<file path="config.mk">
export PLATFORM = sky130hd
export DESIGN_NAME = alu_req_scheduler
export DESIGN_NICKNAME = d
export VERILOG_FILES = /design/src/rtl/alu_req_scheduler.sv
export SDC_FILE = /design/constraint.sdc
export NUM_CORES = 1
export LEC_CHECK = 0
export CAP_MARGIN = 20
export CORE_AREA = 2 2 446 448
export DETAILED_ROUTE_END_ITERATION = 10
export DIE_AREA = 0 0 448 450
export GPL_TIMING_DRIVEN = 1
export MAX_ROUTING_LAYER = met4
export REMOVE_ABC_BUFFERS = 1
export SLEW_MARGIN = 20
export SYNTH_ARGS = -nofsm -noshare
export SYNTH_HDL_FRONTEND = slang
export SYNTH_SLANG_ARGS = --single-unit
</file>
<file path="constraint.sdc">
create_clock -name clk -period 2.8 [get_ports clk]
set_input_delay 0.42 -clock clk [delete_from_list [all_inputs] [get_ports clk]]
set_output_delay 0.42 -clock clk [all_outputs]
set_load 0.01 [all_outputs]
</file>
<file path="src/rtl/alu_req_scheduler.sv">
// alu_req_scheduler
//   Round-robin scheduler that shares one external 64-bit combinational ALU
//   between NUM_REQ requesters. One operation is in flight at a time:
//   accept -> hold operands on the ALU for EXEC_CYCLES cycles -> register the
//   result -> return it with the owner id on a valid/ready response channel.
//
// Optional feature (compile-time macro): ALU_OP_CHECK_EN
//   When defined, op[2]==1 is illegal: the op bypasses the ALU entirely and
//   answers with rsp_data=0, rsp_err=1. When undefined, rsp_err is tied 0.
//
// Handshakes (both channels): a transfer happens on a rising clk edge where
//   valid and ready are both 1. Requests: req_valid[i] & req_ready[i], with
//   req_ready one-hot and only ever high in IDLE. Responses: rsp_valid &
//   rsp_ready; rsp_data/rsp_id/rsp_err are stable while rsp_valid waits.
//
// Ports
//   clk, rstn            clock (rising edge), async active-low reset
//   req_valid/req_ready  per-requester request handshake
//   req_a/b/c            packed operands, requester i at [64*i +: 64]
//   req_op, req_nbits    packed 3-bit op code / width select per requester
//   alu_a/b/c/op/nbits   operands to the shared ALU (hold last values)
//   alu_enable           high only while the ALU is executing
//   alu_out              ALU result, sampled on the last execute cycle
//   rsp_valid/rsp_ready  response handshake
//   rsp_data/id/err      result, owning requester, illegal-op flag
//   done_count           completed responses, wraps at 16 bits
//   state_dbg            current FSM state (0 idle, 1 exec, 2 resp)
module alu_req_scheduler #(
  parameter int NUM_REQ     = 4,
  parameter int EXEC_CYCLES = 2,
  parameter int IDW         = 2
) (
  input  logic                 clk,
  input  logic                 rstn,
  input  logic [NUM_REQ-1:0]   req_valid,
  output logic [NUM_REQ-1:0]   req_ready,
  input  logic [NUM_REQ*64-1:0] req_a,
  input  logic [NUM_REQ*64-1:0] req_b,
  input  logic [NUM_REQ*64-1:0] req_c,
  input  logic [NUM_REQ*3-1:0] req_op,
  input  logic [NUM_REQ*3-1:0] req_nbits,
  output logic [63:0]          alu_a,
  output logic [63:0]          alu_b,
  output logic [63:0]          alu_c,
  output logic [2:0]           alu_op,
  output logic [2:0]           alu_nbits,
  output logic                 alu_enable,
  input  logic [63:0]          alu_out,
  output logic                 rsp_valid,
  input  logic                 rsp_ready,
  output logic [63:0]          rsp_data,
  output logic [IDW-1:0]       rsp_id,
  output logic                 rsp_err,
  output logic [15:0]          done_count,
  output logic [1:0]           state_dbg
);

  typedef enum logic [1:0] {
    ST_IDLE = 2'd0,
    ST_EXEC = 2'd1,
    ST_RESP = 2'd2
  } state_t;

  // Down-counter holds values EXEC_CYCLES-1 .. 0.
  localparam int CW = (EXEC_CYCLES > 1) ? $clog2(EXEC_CYCLES) : 1;

  state_t          state_q, state_d;
  logic [IDW-1:0]  rr_ptr;
  logic [CW-1:0]   exec_cnt;

  logic            grant_found;
  logic [IDW-1:0]  grant_idx;
  logic [IDW-1:0]  grant_next_ptr;
  logic [NUM_REQ-1:0] grant_onehot;
  logic [63:0]     grant_a, grant_b, grant_c;
  logic [2:0]      grant_op, grant_nbits;
  logic            grant_illegal;
  logic            accept;

  // Round-robin search: first valid requester at or above rr_ptr, wrapping.
  always_comb begin : arb
    int idx;
    idx         = 0;
    grant_found = 1'b0;
    grant_idx   = '0;
    for (int k = 0; k < NUM_REQ; k++) begin
      idx = int'(rr_ptr) + k;
      if (idx >= NUM_REQ) idx = idx - NUM_REQ;
      if (!grant_found && req_valid[idx]) begin
        grant_found = 1'b1;
        grant_idx   = IDW'(idx);
      end
    end
  end

  always_comb begin
    grant_next_ptr = (int'(grant_idx) == NUM_REQ - 1) ? '0 : grant_idx + IDW'(1);
    grant_onehot   = {{(NUM_REQ-1){1'b0}}, 1'b1} << grant_idx;
    grant_a        = req_a[int'(grant_idx)*64 +: 64];
    grant_b        = req_b[int'(grant_idx)*64 +: 64];
    grant_c        = req_c[int'(grant_idx)*64 +: 64];
    grant_op       = req_op[int'(grant_idx)*3 +: 3];
    grant_nbits    = req_nbits[int'(grant_idx)*3 +: 3];
  end

`ifdef ALU_OP_CHECK_EN
  assign grant_illegal = grant_op[2];
`else
  assign grant_illegal = 1'b0;
`endif

  // FSM state register
  always_ff @(posedge clk or negedge rstn) begin
    if (!rstn) state_q <= ST_IDLE;
    else       state_q <= state_d;
  end

  // FSM next state
  always_comb begin
    state_d = state_q;
    accept  = 1'b0;
    case (state_q)
      ST_IDLE: begin
        if (grant_found) begin
          accept  = 1'b1;
          state_d = grant_illegal ? ST_RESP : ST_EXEC;
        end
      end
      ST_EXEC: if (exec_cnt == '0) state_d = ST_RESP;
      ST_RESP: if (rsp_ready)      state_d = ST_IDLE;
      default: state_d = ST_IDLE;
    endcase
  end

  // req_ready is gated by rstn so it reads 0 while reset is held even if
  // requesters keep valid asserted.
  assign req_ready  = (accept && rstn) ? grant_onehot : '0;
  assign alu_enable = (state_q == ST_EXEC);
  assign rsp_valid  = (state_q == ST_RESP);
  assign state_dbg  = state_q;

  // Datapath: latch on accept, sample alu_out on the last execute cycle.
  always_ff @(posedge clk or negedge rstn) begin
    if (!rstn) begin
      rr_ptr     <= '0;
      exec_cnt   <= '0;
      alu_a      <= '0;
      alu_b      <= '0;
      alu_c      <= '0;
      alu_op     <= '0;
      alu_nbits  <= '0;
      rsp_data   <= '0;
      rsp_id     <= '0;
      done_count <= '0;
    end else begin
      if (accept) begin
        rr_ptr   <= grant_next_ptr;
        rsp_id   <= grant_idx;
        exec_cnt <= CW'(EXEC_CYCLES - 1);
        if (grant_illegal) begin
          // Illegal ops never reach the ALU; its inputs keep their old values.
          rsp_data <= '0;
        end else begin
          alu_a     <= grant_a;
          alu_b     <= grant_b;
          alu_c     <= grant_c;
          alu_op    <= grant_op;
          alu_nbits <= grant_nbits;
        end
      end
      if (state_q == ST_EXEC) begin
        if (exec_cnt == '0) rsp_data <= alu_out;
        else                exec_cnt <= exec_cnt - CW'(1);
      end
      if (state_q == ST_RESP && rsp_ready) done_count <= done_count + 16'd1;
    end
  end

`ifdef ALU_OP_CHECK_EN
  always_ff @(posedge clk or negedge rstn) begin
    if (!rstn)       rsp_err <= 1'b0;
    else if (accept) rsp_err <= grant_illegal;
  end
`else
  assign rsp_err = 1'b0;
`endif

endmodule

</file>
After elaboration in Yosys (flattened, before gate mapping)
Index checks and enable logic that the tools add are counted.
{ "word_totals": {"input_bits": 863, "reg_bits": 285, "output_inout_bits": 289, "elab_cells": 89} }
{ "classes": {"muxes": 35, "multipliers": 1, "n_bitwise": 1, "n_reduce_logical": 11, "eq_ne": 6, "magnitude_cmp": 8, "n_addsub": 10, "n_shift": 6} }
{ "ops": {"columns": ["op", "count"], "rows": [
  ["$shiftx A256 B9 Y64", 3],
  ["$lt A32 B4 Y1 const B", 4],
  ["$mux W32", 4],
  ["$shiftx A12 B32 Y3", 1],
  ["$mux W1", 17],
  ["$add A16 B1 Y16 const B", 1],
  ["$mux W2", 8],
  ["$shiftx A12 B5 Y3", 1],
  ["$sub A3 B3 Y4 const B", 3],
  ["$ge A3 B3 Y1 const B", 3],
  ["$bmux W1 S2", 4],
  ["$add A2 B2 Y3 const B", 2],
  ["$pmux W2 S3", 1],
  ["$logic_and A1 B1 Y1", 5],
  ["$eq A2 B1 Y1 const B", 2],
  ["$mul A2 B2 Y4 const B", 1],
  ["$mux W4", 1],
  ["$ne A2 B2 Y1 const B", 2],
  ["$shl A1 B2 Y4 const A", 1],
  ["$sub A2 B3 Y4 const B", 1],
  ["$add A2 B1 Y3 const B", 1],
  ["$ge A2 B3 Y1 const B", 1],
  ["$logic_not A1 Y1", 3],
  ["$reduce_and A3 Y1", 1],
  ["7 further kinds", 7]
]} }

Depth between registers and ports, before layout
{ "depth": {"depth_word": 20, "mapped_depth": 9, "ltp_nobuf": 6} }

Worst setup path before layout
Ideal clock, no wire load.
{ "synth_path": {"kind": "register to output", "startpoint": "register rr_ptr[1]", "endpoint": "output req_ready[3]", "path_stages_with_launch": 8, "t_arrival_ps": 1796, "t_required_ps": 2380, "slack_ps": 584, "path_cell_list": "dfrtp_1 > buf_2 > nand2b_4 > a32o_1 > nor2_4 > buf_2 > ha_1 > and3_1"} }
{ "synth_via": {"elab_chain_len": 19, "elab_cells_between_ends": 46, "cone_classes": "add/sub: 7; order compare: 4; shift: 1; mux: 27; reduce/logical: 7"} }
{ "synth_rtl": {"columns": ["item", "line_no", "source"], "rows": [
  ["from (decl)", "68", "logic [IDW-1:0] rr_ptr;"],
  ["from (signal assigned)", "157", "rr_ptr <= grant_next_ptr;"],
  ["branches (longest 18 deep; another with $sub A3 B3 Y4)", null, null],
  ["$mux W4 (*)", "137", "assign req_ready = (accept && rstn) ? grant_onehot : '0;"],
  ["to (decl)", "36", "output logic [NUM_REQ-1:0] req_ready,"]
]} }
Every way passes the cells marked *. The select of a mux whose other input is x is not followed.

Worst setup path after layout
{ "layout_path": {"startpoint": "register rr_ptr[0]", "endpoint": "output req_ready[2]"} }
Same word-level chain as after synthesis.

==> Implementation_results.wiki <==
{| class="wikitable"
! Metric !! Value
|-
| Status || completed
|-
| FF+latch count, synth || 285
|-
| Slowest stage cell on the critical path || dfrtp_2
|-
| Kind of cell adding the most delay to the critical path || buffers and inverters
|-
| Unrepaired setup endpoints after global routing || false
|-
| Leading cell type in the layout, fill and taps excluded || clkdlybuf4s50_1
|-
| Number of nets in the final layout || 3,439
|-
| CP Data Required Time || 2380 ps
|-
| Fraction of the core area covered by cells at the end of the flow || 16.7%
|-
| Pin count of the biggest net entering global routing || 103
|-
| Maximum clock skew at final layout || 28.0 ps
|-
| Via total after detailed routing || 17,800
|-
| Ranking of synthesized cells by area || dfrtp_1 46%, mux2i_1 13%, a22oi_1 9.5%
|-
| First-pass GRT wire length || 180 mm
|-
| Latest clock arrival within the worst-skew pair || 630 ps
|-
| Maximum capacitance violations || 0
|-
| Classification of the worst-slack hold path || in -> async
|-
| Clock-pin transition on the worst setup and hold timing paths || 60 ps
|-
| Share of the synthesized area in the top cell type || 45.6%
|-
| Final-report max-slew violation count || 0
|-
| Vias in the first global route || 17,900
|-
| Avg Cell Area, Syn || 11.5 um2
|-
| Die Span Y || 450 um
|-
| Total overflow reported by the global router || 0
|-
| Final-report hold violation count || 0
|-
| Post-Route Hold Slack || 234 ps
|-
| Weighted congestion reported at the end of routability-driven placement || 1.00
|-
| Antenna viol nets, final || 0
|-
| Fraction of layout instances using a drive strength above 1 || 14.4%
|-
| CTS tree || built
|-
| Power per cell area || 969 nW/um2
|-
| Setup TNS after final layout || 0 ps
|-
| Number of iterations in the first detailed-routing pass || 5
|-
| Cells after Synth || 1,356
|-
| Total track usage || 14.0%
|-
| Placement Rows || 163
|-
| Number of sinks handled by clock tree synthesis || 285
|-
| P&R area growth vs syn || 109%
|-
| Post-route non-filler standard cell count || 5,291
|-
| Placeable Area || 197,000 um2
|-
| Number of buffers added on ports || 1,150
|-
| Syn Std Cell Area || 15,600 um2
|-
| Effective utilization at floorplan || 7.96%
|-
| Setup CP Type || reg -> out
|-
| Startpoint Class || flop
|-
| Number of buffers between clock root and the deepest sink || 3
|-
| Number of DRC violations after detailed routing || 0
|-
| Lkg Pwr || 12.8 nW
|-
| Portion of the post-synthesis area used by sequential elements || 45.6%
|-
| Area of the die || 202,000 um2
|-
| Number of placed I/O pins || 1,152
|-
| Worst path setup slack after routing || 134 ps
|-
| Peak fanout along the critical path || 4
|-
| Max IR drop VDD || 392 uV
|-
| Overall power after layout || 31.7 mW
|-
| Final setup fails || 0
|-
| Half-perimeter wire length after detailed placement || 126 mm
|-
| Count of flip-flops with a built-in enable after synthesis || 0
|-
| Highest achievable clock rate || 375 MHz
|-
| Worst setup slack before clock tree synthesis || -269 ps
|-
| Average wire per standard cell || 27.1 um
|-
| Final worst path period need || 2670 ps
|-
| Fraction of registers with async set or reset after synthesis || 100%
|-
| Placed Instances || 5,163
|-
| Root cell of the clock tree || clkbuf_16
|-
| Top library cells by usage in the layout, fill and taps aside || 1,142 x clkdlybuf4s50_1, 282 x dfrtp_1, 202 x inv_1, 198 x mux2i_1, 198 x a22oi_1
|-
| Headroom to the max-slew limit || 43.6%
|-
| Yosys warning total || 0
|-
| Total placed instance area || 31,200 um2
|-
| Distinct cells, synth || 43
|-
| Per-cell via count in the routed design || 3.36
|-
| CTS Buf Count || 41
|-
| Critical path cell sequence || buf_12 > nor2b_1 > a32o_2 > nor2_1 > nor3b_2 > buf_4 > clkdlybuf4s15_1
|-
| Number of antenna violations at the first check in global routing || 101
|-
| DR iter-0 viols || 1,331
|-
| Final worst-path cycle share || 95.2%
|-
| Dominant cell type by area after synthesis || dfrtp_1
|-
| Slowest cell delay on critical path || 430 ps
|-
| Critical path buffers and inverters || 3
|-
| Endpoint kind of the worst setup timing path || output pin
|-
| Aggregate routed wire length || 143 mm
|-
| Number of H-tree levels || 2
|-
| Primary FF master, synth || dfrtp_1
|-
| Worst-Margin Slew || 846 ps
|-
| Data arrival time of the worst path || 2250 ps
|-
| Cell area after layout || 32,800 um2
|-
| Die width || 448 um
|}
-- worst paths after layout --
path | startpoint | end | slack [ps] | depth (start not counted)
max | rr_ptr[0] | req_ready[2] | 130 | 7
min | rstn | alu_op[1] | 230 | 2
min reg2reg | done_count[15] | done_count[15] | 470 | 1
max reg2reg | rr_ptr[1] | alu_a[61] | 400 | 8
min in group clk | req_a[16] | alu_a[16] | 390 | 3
max in group asynchronous | rstn | rsp_data[27] | 1200 | 4
-- power breakdown --
| group | internal (mW) | total [mW] | switching, mW |
|---|---|---|---|
| combinational | 8.94 | 18.6 | 9.70 |
| clock | 3.20 | 5.50 | 2.30 |
| sequential | 6.15 | 7.58 | 1.43 |
| total | 18.3 | 31.7 | 13.4 |
-- registers in the layout, indices dropped and copies added (netlist names) --
name	flops
alu_a	64
alu_b	64
alu_c	64
rsp_data	64
done_count	16
alu_nbits	3
alu_op	3
rr_ptr	2
rsp_id	2
state_dbg	2
exec_cnt	1
-- metal layers --
metal  vias to the layer above  global-route usage [%]  wire length, um
li1                       7676                       -                -
met1                      8951                    15.9            54700
met2                       946                    22.0            67000
met3                       203                    5.58            16000
met4                         0                    5.00             5500
met5                         -                       -                0
-- kinds of logic (layout without fill, tap and decap cells) --
kind of cell	Yosys count	count (layout)	share of synthesized area [%]
adder cells (fa/ha/maj)	2	2	0.160
AO/OA/AOI/OAI	408	408	24.7
flip-flops	285	285	45.6
XOR/XNOR	15	15	0.840
buffers and inverters	319	1566	9.22
other	1	49	0.0240
multiplexers	263	263	17.3
AND/OR/NAND/NOR	63	63	2.09
-- synth_stat cells (4+ instances only) --
master	number
mux2i_1	198
buf_4	18
inv_1	202
xnor2_1	10
a22oi_1	198
clkbuf_4	4
nand3_1	8
nand2_1	21
nor2_1	9
buf_6	13
o221ai_2	91
and3_1	5
dfrtp_1	285
mux2_2	65
nand2b_1	5
xor2_1	5
o221ai_1	107
buf_2	52
clkbuf_1	27
-- layout make-up --
type / count / area [um2]
Antenna cell: 48 / 120
Clock buffer: 57 / 1170
Clock inverter: 15 / 190
Fill cell: 22000 / 164000
Inverter: 202 / 758
Multi-Input combinational cell: 752 / 7120
Sequential cell: 285 / 7140
Tap cell: 2640 / 3300
Timing Repair Buffer: 1292 / 13000
-- repair_timing --
action,CTS,global route
hold buffers,1,0
setup buffers,6,1
gates resized for setup,11,2
pin swaps,2,1
hold endpoints to repair,100,0
setup endpoints to repair,4,3
No activity file was read; power rests on OpenSTA's default activity.
